--- config.mk ---
export PLATFORM = sky130hd
export DESIGN_NAME = rls_coef_collector
export DESIGN_NICKNAME = d
export VERILOG_FILES = /design/src/rtl/rls_coef_collector.sv
export SDC_FILE = /design/constraint.sdc
export NUM_CORES = 1
export LEC_CHECK = 0
export CORE_MARGIN = 2
export CORE_UTILIZATION = 31
export CTS_CLUSTER_SIZE = 16
export DETAILED_ROUTE_END_ITERATION = 16
export PLACE_DENSITY_LB_ADDON = 0.05
export SETUP_SLACK_MARGIN = 0.05
export SLEW_MARGIN = 0
export SYNTH_ARGS = -nofsm -noshare
export SYNTH_HDL_FRONTEND = slang
export SYNTH_SLANG_ARGS = --single-unit
--- constraint.sdc ---
create_clock -name clk -period 4.4 [get_ports clk]
set_input_delay 0.88 -clock clk [delete_from_list [all_inputs] [get_ports clk]]
set_output_delay 0.88 -clock clk [all_outputs]
set_load 0.05 [all_outputs]
--- src/rtl/rls_coef_collector.sv ---
// Assembles N serial RLS coefficient words into a vector and tracks frame-to-frame convergence.
// Latency: coef_valid rises one cycle after the last word of a frame is written.
// Backpressure: vector held until coef_ready; words written while holding are dropped (overrun).
module rls_coef_collector #(
    parameter int          N          = 2,
    parameter int          nBits      = 32,
    parameter logic [31:0] THRESH     = 32'h0000_0100,
    parameter int          CONV_ITERS = 3
) (
    input  logic               clk,
    input  logic               reset,
    input  logic [nBits-1:0]   x,
    input  logic               write,
    input  logic               final_pulse,
    input  logic [31:0]        iterations,
    input  logic               clear,
    input  logic               coef_ready,
    output logic [N*nBits-1:0] coef_out,
    output logic               coef_valid,
    output logic [31:0]        iter_out,
    output logic               converged,
    output logic               overrun,
    output logic               short_frame
);

    localparam int IW = (N > 1) ? $clog2(N) : 1;
    localparam int CW = $clog2(CONV_ITERS + 1);
    localparam logic [IW-1:0] LAST = IW'(N - 1);

    typedef enum logic [1:0] {IDLE, COLLECT, HOLD} state_t;

    state_t           state;
    logic [IW-1:0]    idx;
    logic [nBits-1:0] cur [N];
    logic [CW-1:0]    conv_cnt;
    logic             have_prev;
    logic             acc_small;

    logic               transfer, accept, last, discard;
    logic [nBits-1:0]   prev_word;
    logic [nBits:0]     d, absd;
    logic               small_now, acc_next, frame_small;
    logic [CW-1:0]      conv_next;
    logic [N*nBits-1:0] assembled;

    // coef_out doubles as the previous-frame history used for the delta.
    assign prev_word = coef_out[idx*nBits +: nBits];
    assign d         = {x[nBits-1], x} - {prev_word[nBits-1], prev_word};
    assign absd      = d[nBits] ? (~d + 1'b1) : d;
    assign small_now = (absd <= (nBits+1)'(THRESH));

    assign transfer = (state == HOLD) && coef_valid && coef_ready;
    assign accept   = write && ((state == IDLE) || (state == COLLECT) || transfer);
    assign last     = accept && (idx == LAST);
    assign discard  = (state == COLLECT) && final_pulse && !last;

    assign acc_next    = (idx == '0) ? small_now : (acc_small & small_now);
    assign frame_small = acc_next & have_prev;
    assign conv_next   = !frame_small ? CW'(0) :
                         (conv_cnt == CW'(CONV_ITERS)) ? conv_cnt : conv_cnt + 1'b1;

    always_comb begin
        assembled = '0;
        for (int k = 0; k < N; k++) begin
            assembled[k*nBits +: nBits] = (k == N - 1) ? x : cur[k];
        end
    end

    always_ff @(posedge clk or negedge reset) begin
        if (!reset) begin
            state       <= IDLE;
            idx         <= '0;
            conv_cnt    <= '0;
            have_prev   <= 1'b0;
            acc_small   <= 1'b0;
            coef_out    <= '0;
            coef_valid  <= 1'b0;
            iter_out    <= '0;
            converged   <= 1'b0;
            overrun     <= 1'b0;
            short_frame <= 1'b0;
            for (int k = 0; k < N; k++) cur[k] <= '0;
        end else if (clear) begin
            state       <= IDLE;
            idx         <= '0;
            conv_cnt    <= '0;
            have_prev   <= 1'b0;
            coef_valid  <= 1'b0;
            converged   <= 1'b0;
            overrun     <= 1'b0;
            short_frame <= 1'b0;
        end else begin
            if (transfer) begin
                coef_valid <= 1'b0;
                state      <= IDLE;
            end
            if (state == HOLD && write && !coef_ready) begin
                overrun <= 1'b1;
            end
            if (discard) begin
                idx         <= '0;
                short_frame <= 1'b1;
                state       <= IDLE;
            end else if (accept) begin
                cur[idx]  <= x;
                acc_small <= acc_next;
                if (last) begin
                    coef_out   <= assembled;
                    iter_out   <= iterations;
                    have_prev  <= 1'b1;
                    conv_cnt   <= conv_next;
                    converged  <= (conv_next == CW'(CONV_ITERS));
                    coef_valid <= 1'b1;
                    idx        <= '0;
                    state      <= HOLD;
                end else begin
                    idx   <= idx + 1'b1;
                    state <= COLLECT;
                end
            end
        end
    end

endmodule
==> results of run 1 <==
worst max-delay path, cell delays in order:
cell             delay [ns]
clkdlybuf4s50_1        0.58
ha_4                   0.25
buf_4                  0.13
nand4_1                0.16
buf_4                  0.16
a211oi_4               0.04
or4_4                  0.43
a222oi_1               0.35
buf_4                  0.20
buf_6                  0.09
nand4_1                0.18
or3_1                  0.35
or3_4                  0.38
o2111a_1               0.28
buf_4                  0.14
nand4_1                0.08
a21oi_2                0.06
kinds of logic after synthesis:
| group | after synthesis | synth area share [%] |
|---|---|---|
| buf+inv | 55 | 2.496 |
| simple gates | 206 | 12.63 |
| flops | 139 | 41.06 |
| compound gates | 193 | 15.85 |
| xor+xnor | 14 | 1.447 |
| mux | 166 | 21.55 |
| fa+ha+maj | 33 | 4.963 |
per-layer routing:
layer  wire [microns]  up-vias
li1                 -     3719
met1            12530     3770
met2            12460      182
met3             1340       23
met4              395        2
met5               11        -
how the worst min path moves through the flow:
stage             startpoint           end  slack, ns  cells past startpoint
6_report               reset  coef_out[46]       0.47                      1
5_1_grt          iter_out[1]   iter_out[1]       0.52                      1
4_1_cts        assembled[20]  coef_out[20]       0.50                      1
3_5_place_dp   assembled[30]  coef_out[30]       0.49                      1
3_3_place_gp       converged     converged       0.48                      2
2_1_floorplan      have_prev     have_prev       0.46                      2
where the power goes:
group	internal, mW	switching (mW)
Combinational	3.25	3.95
Sequential	1.72	0.318
Clock	0.824	0.718
Total	5.79	4.98
metrics by stage:
| stage | hold WS (ns) | area (sq um) |
|---|---|---|
| 6_report | 0.4719 | 12990 |
| 5_1_grt | 0.5161 | 12980 |
| 4_1_cts | 0.4999 | 12770 |
| 3_5_place_dp | 0.4868 | 11880 |
| 3_3_place_gp | 0.4763 | 11880 |
| 2_1_floorplan | 0.4597 | 8524 |
what timing repair did:
item	in CTS	in global routing
endpoints found under the hold margin	0	0
setup buffers	7	8
setup endpoints to repair	4	4
gates resized for setup	51	41
pin swaps	19	10
gates cloned	1	0
registers in the layout (all words and copies together) (netlist names), 2 cells and up:
signal	count
assembled	32
coef_out	64
conv_cnt	2
iter_out	32
state	2
final cells by class:
class / instances / area [sq um] / share of cell area, %
antenna: 1 / 2.502 / 0.01927
clock buffer: 17 / 425.4 / 3.276
clock inverter: 15 / 188.9 / 1.455
inverter: 12 / 57.56 / 0.4432
multi-input combinational: 612 / 5156 / 39.71
sequential: 139 / 3482 / 26.82
tap: 341 / 426.7 / 3.286
timing repair buffer: 364 / 3246 / 25.00
Yosys cell counts, types with 4 or more instances:
master	instances
a21oi_1	46
a211o_1	4
a211oi_2	4
nor2_1	46
o2111a_1	5
or4_1	4
buf_2	4
and3_1	7
a21o_1	21
xnor2_1	10
clkbuf_1	38
a21boi_0	4
nand2_1	48
a211oi_1	8
o2111ai_1	5
o31ai_1	6
mux2i_1	35
nor4_1	4
o211ai_1	10
and2_1	6
a31oi_1	5
mux2_2	131
nor3_1	13
dfrtp_1	139
nand3_1	22
inv_1	12
o21ai_1	4
ha_1	32
xor2_1	4
nand4_1	14
or3_1	14
o21ai_0	34
nor2b_1	8
placed cells by master, fill, tap and decap left out, drive strengths merged, types with 12 or more instances in the layout:
cell and instances:
buf 196, clkdlybuf4s50 157, dfrtp 139, mux2 131, nand2 48, a21oi 47, nor2 46, o21ai 39
mux2i 35, ha 32, nand3 23, inv 22, a21o 21, clkbuf 17, nand4 14, or3 14
nor3 13, a211oi 12
==> metrics.txt, run 1 <==
met3 GRT Util 3.801%; drt via density around 5.1; Antenna Nets Post-Route 0; Die W between 150 and 200 microns; Design Power 10.77 mW; initial antenna violation count 1; max_cap viols 0; R2R depth 14; Root Driver clkbuf_16; Area Growth Syn to Fin 53.29%; total negative setup slack -0.01793 ns; Placed Instances 1,453; unrepaired setup endpoints after global routing yes; first drt pass iteration count 5; row count 60; final hold viol count 0; main flop type after synthesis dfrtp_1; cell taking the most area after synthesis dfrtp_1; H-tree depth 4; crit path kind in -> reg; Yosys top cell area share 41.06%; Worst Path Required 4.71 ns; share of cells above drive strength 1 37.62%; clock skew 0.01315 ns; Clock Latency Late Sink 0.43 ns; clk sinks between 100 and 150; PwrDens 829.7 nW/um^2; FF-to-FF Start idx; vias in the first global route 7,857; met2 GRT Util 31.07%; first-pass GRT wire length 42.66 mm; Critical Path Start x[8]; YS warnings 0; global-route usage over all layers 18.93%; port buffer count ~170; GRT met1 Usage 25.50%; Slew HR 46.11%; CP arrival roughly 4.7 ns; Final Core Density 48.31%; Syn Nets 909; Yosys cell types 72; Fillers 2,569; Post-Syn Area 8471 sq um; drc violations 0; Area contributors post-synth dfrtp_1, mux2_2, ha_1; Mapped Avg Cell Area 10.51 sq um; Final nets 1,249; num ports 170; VDD IR-drop max 0.0003494 V; DIE AREA 28,660 sq um; routability cong. 0.8845; largest net degree at the start of global routing 82; synthesized flop and latch total about 140; status complete, but fails checks; Core Box Area roughly 27,000 sq um; Vias 7,696; Initial Util between 30% and 40%; slew at the pin with the worst max-slew slack 0.8084 ns; Pleak 5.406 nW; crit path to acc_small; Routed Wire Length around 27 mm; crit end category register; non-filler instance count after layout between 1.5k and 2k; number of synthesized flops with an enable pin 0; Tmin final 4.413 ns; Place WS -0.8191 ns; critical-path maximum fanout 4; reg-to-reg setup timing slack ~0.010 ns; chip height 169.3 microns; gr busiest metal met2; sequential share of the synthesized area 41.06%; Worst Setup Slack, final -0.01259 ns; DR WL/cell 17.81 microns; startpoint types input port; failing checks negative setup slack; Hold Buf Count CTS 0; Final Max Slew Viols 0; TritonCTS clock tree built; Mapped Cells 806; DPL Wire Length between 20 and 25 mm; FF-to-FF End conv_cnt[1]; fmax 226.6 MHz; clock buffer count from CTS 17; final setup vio count 2; buffer depth of the longest clock path 2; CTS clk-pin slew, worst paths 0.07 ns; initial DRC count 472; crit share post-route 100.3%; Post-synth ARST share 100.0%; aggregate global routing overflow 0; hold crit path type in -> async
(Power assumes the default switching activity.)
==> inputs of run 2 (changes only) <==
--- a/config.mk
+++ b/config.mk
@@ -6,7 +6,7 @@
 export NUM_CORES = 1
 export LEC_CHECK = 0
 export CORE_MARGIN = 2
-export CORE_UTILIZATION = 31
+export CORE_UTILIZATION = 48
 export CTS_CLUSTER_SIZE = 16
 export DETAILED_ROUTE_END_ITERATION = 16
 export PLACE_DENSITY_LB_ADDON = 0.05
==> run 2 against run 1 <==
The run still ends with negative setup slack left. Critical endpoint is now conv_cnt[1]. Maximum frequency shrank 2.6%. Register-to-register slack lost 0.14 ns. Non-clock buffer count shrank 10. Critical path type is now reg -> reg. Combinational power is essentially flat. Die area shrank 35%.
==> metrics.txt, run 2 (same netlist as run 1, synthesis figures left out) <==
Core Box Area 17,300 sq um (was 26,880 sq um); Final nets 1,239 (was 1,249); most frequent cells in the layout buf_4, clkdlybuf4s50_1, dfrtp_1 (unchanged); Placed Instances 1,325 (was 1,453); Die W 136.8 microns (was 169.3 microns); row count 48 (was 60); Routed met3 length 1.211 mm (was 1.340 mm); Vias 7,977 (was 7,696); clk sinks 139 (unchanged); hold crit path type in -> async (unchanged); DIE AREA 18,730 sq um (was 28,660 sq um); Root Driver clkbuf_16 (unchanged); # diodes 0 (was 1); largest net degree at the start of global routing 76 (was 82); non-filler instance count after layout 1,374 (was 1,501); Worst Path Required 4.74 ns (was 4.71 ns); startpoint types register (was input port); DPL Wire Length 20.41 mm (was 20.07 mm); Most flops, register coef_out (unchanged); WL met2 13.85 mm (was 12.46 mm); CP arrival 4.87 ns (was 4.73 ns); Final Max Slew Viols 0 (unchanged); Pleak 5.333 nW (was 5.406 nW); clock buffer count from CTS 17 (unchanged); chip height 136.8 microns (was 169.3 microns); max reg flops 64 (unchanged); initial antenna violation count 0 (was 1); final setup vio count 3 (was 2); TritonCTS clock tree built (unchanged); Area Growth Syn to Fin 49.16% (was 53.29%); highest routed layer met4 (was met5); DR WL/cell 19.96 microns (was 17.81 microns); R2R depth 17 (was 14); max_cap viols 0 (unchanged); FF-to-FF Start idx (unchanged); Worst Hold Margin 0.4643 ns (was 0.4719 ns); status complete, but fails checks (unchanged); Clock Latency Late Sink 0.43 ns (about the same); multi-input logic area 5066 sq um (was 5156 sq um); initial DRC count 544 (was 472); port buffer count 169 (unchanged); register area 3482 sq um (unchanged); VDD IR-drop max 0.0005120 V (was 0.0003494 V); crit path kind reg -> reg (was in -> reg); Antenna Nets Post-Route 0 (unchanged); Tmin final 4.531 ns (was 4.413 ns); vias in the first global route 8,148 (was 7,857); routability cong. 0.9302 (was 0.8845); share of cells above drive strength 1 35.86% (was 37.62%); most common cell after layout, fill and taps aside buf_4 (unchanged); Final Core Density 73.05% (was 48.31%); H-tree depth 4 (unchanged); fmax 220.7 MHz (was 226.6 MHz); first drt pass iteration count 5 (unchanged); final hold viol count 0 (unchanged); slew at the pin with the worst max-slew slack 0.7940 ns (was 0.8084 ns); Fillers 1,224 (was 2,569); crit end category register (unchanged); drc violations 0 (unchanged); Metal-1 WL 11.87 mm (was 12.53 mm); Initial Util 48.97% (was 31.52%); Worst Setup Slack, final -0.1312 ns (was -0.01259 ns); buffer depth of the longest clock path 2 (unchanged); unrepaired setup endpoints after global routing yes (unchanged); aggregate global routing overflow 0 (unchanged); num ports 170 (unchanged); failing checks negative setup slack (unchanged); drt via density 5.806 (was 5.127); PwrDens 848.2 nW/um^2 (was 829.7 nW/um^2); CTS clk-pin slew, worst paths 0.07 ns (about the same); clock skew 0.007636 ns (was 0.01315 ns); crit share post-route 103.0% (was 100.3%); global-route usage over all layers 29.24% (was 18.93%); Critical Path Start idx (was x[8]); Slew HR 47.07% (was 46.11%); first-pass GRT wire length 42.36 mm (was 42.66 mm); critical-path maximum fanout 6 (was 4); Hold Buf Count CTS 0 (unchanged); Routed Wire Length 27.42 mm (was 26.73 mm)
-- run 2: changes by cell type in the layout (fill, tap and decap cells not counted), sizes merged --
cell | before | now
buf | 196 | 187
clkdlybuf4s50 | 157 | 162
clkinv | 3 | 6
bufinv | 1 | 0
clkdlybuf4s15 | 1 | 0
diode | 1 | 0
inv | 22 | 20
dlygate4sd2 | 9 | 4
-- run 2: what timing repair did --
action	in CTS	in global routing
cloned	1	0
resized for setup	39	27
setup buffers	9	7
setup endpoints to repair	4	4
pin swaps	15	25
-- run 2: path summary, 6_finish.rpt --
kind	to	slack (ns)
worst max-delay path	conv_cnt[1]	-0.13
worst min-delay path	coef_out[15]	0.46
worst max register to register	conv_cnt[1]	-0.13
worst min register to register	iter_out[1]	0.51
max in group asynchronous	idx	3.12
min in group clk	iter_out[1]	0.51
-- run 2: power breakdown --
group	internal [mW]	total (mW)	switching, mW	leakage [nW]
Combinational	3.18	7.21	4.03	3.37
Clock	0.765	1.44	0.680	0.289
Sequential	1.72	2.06	0.340	1.68
-- run 2: worst max-delay path, stage by stage (launching register included) --
cell	delay, ns
dfrtp_2	0.45
buf_12	0.17
mux2i_4	0.19
inv_2	0.07
fa_2	0.20
and2b_2	0.26
buf_6	0.13
o21ai_4	0.18
a211oi_2	0.12
or4_4	0.55
a222oi_1	0.30
buf_4	0.19
nand3_4	0.06
or4b_4	0.59
o41a_1	0.37
a211oi_2	0.19
nand4_1	0.20
a211oi_2	0.23
-- run 2: layout make-up --
cell class / count / area share [%]
Clock buffer: 17 / 3.367
Clock inverter: 15 / 1.386
Inverter: 12 / 0.4555
Multi-Input combinational cell: 612 / 40.10
Sequential cell: 139 / 27.56
Tap cell: 225 / 2.228
Timing Repair Buffer: 354 / 24.91
-- run 2: layer usage --
| metal | vias to the layer above | global-route usage, % |
|---|---|---|
| met4 | 0 | 8.362 |
| met2 | 272 | 50.08 |
| met1 | 3955 | 38.14 |
| li1 | 3694 | - |
| met3 | 56 | 4.889 |
| met5 | - | 0 |
-- run 2: per-stage QoR --
step / power (mW) / cell area [sq um] / setup TNS, ns / worst slack [ns]
final: 10.72 / 12630 / -0.2814 / -0.1312
after detailed placement: 8.814 / 11610 / -3.303 / -0.9010
after global placement: 8.682 / 11610 / -2.713 / -0.7529
after global routing: 11.26 / 12630 / -0.7117 / -0.2628
after floorplan: 5.923 / 8524 / -0.0007012 / -0.0007012
after CTS: 10.50 / 12460 / -0.2669 / -0.1505
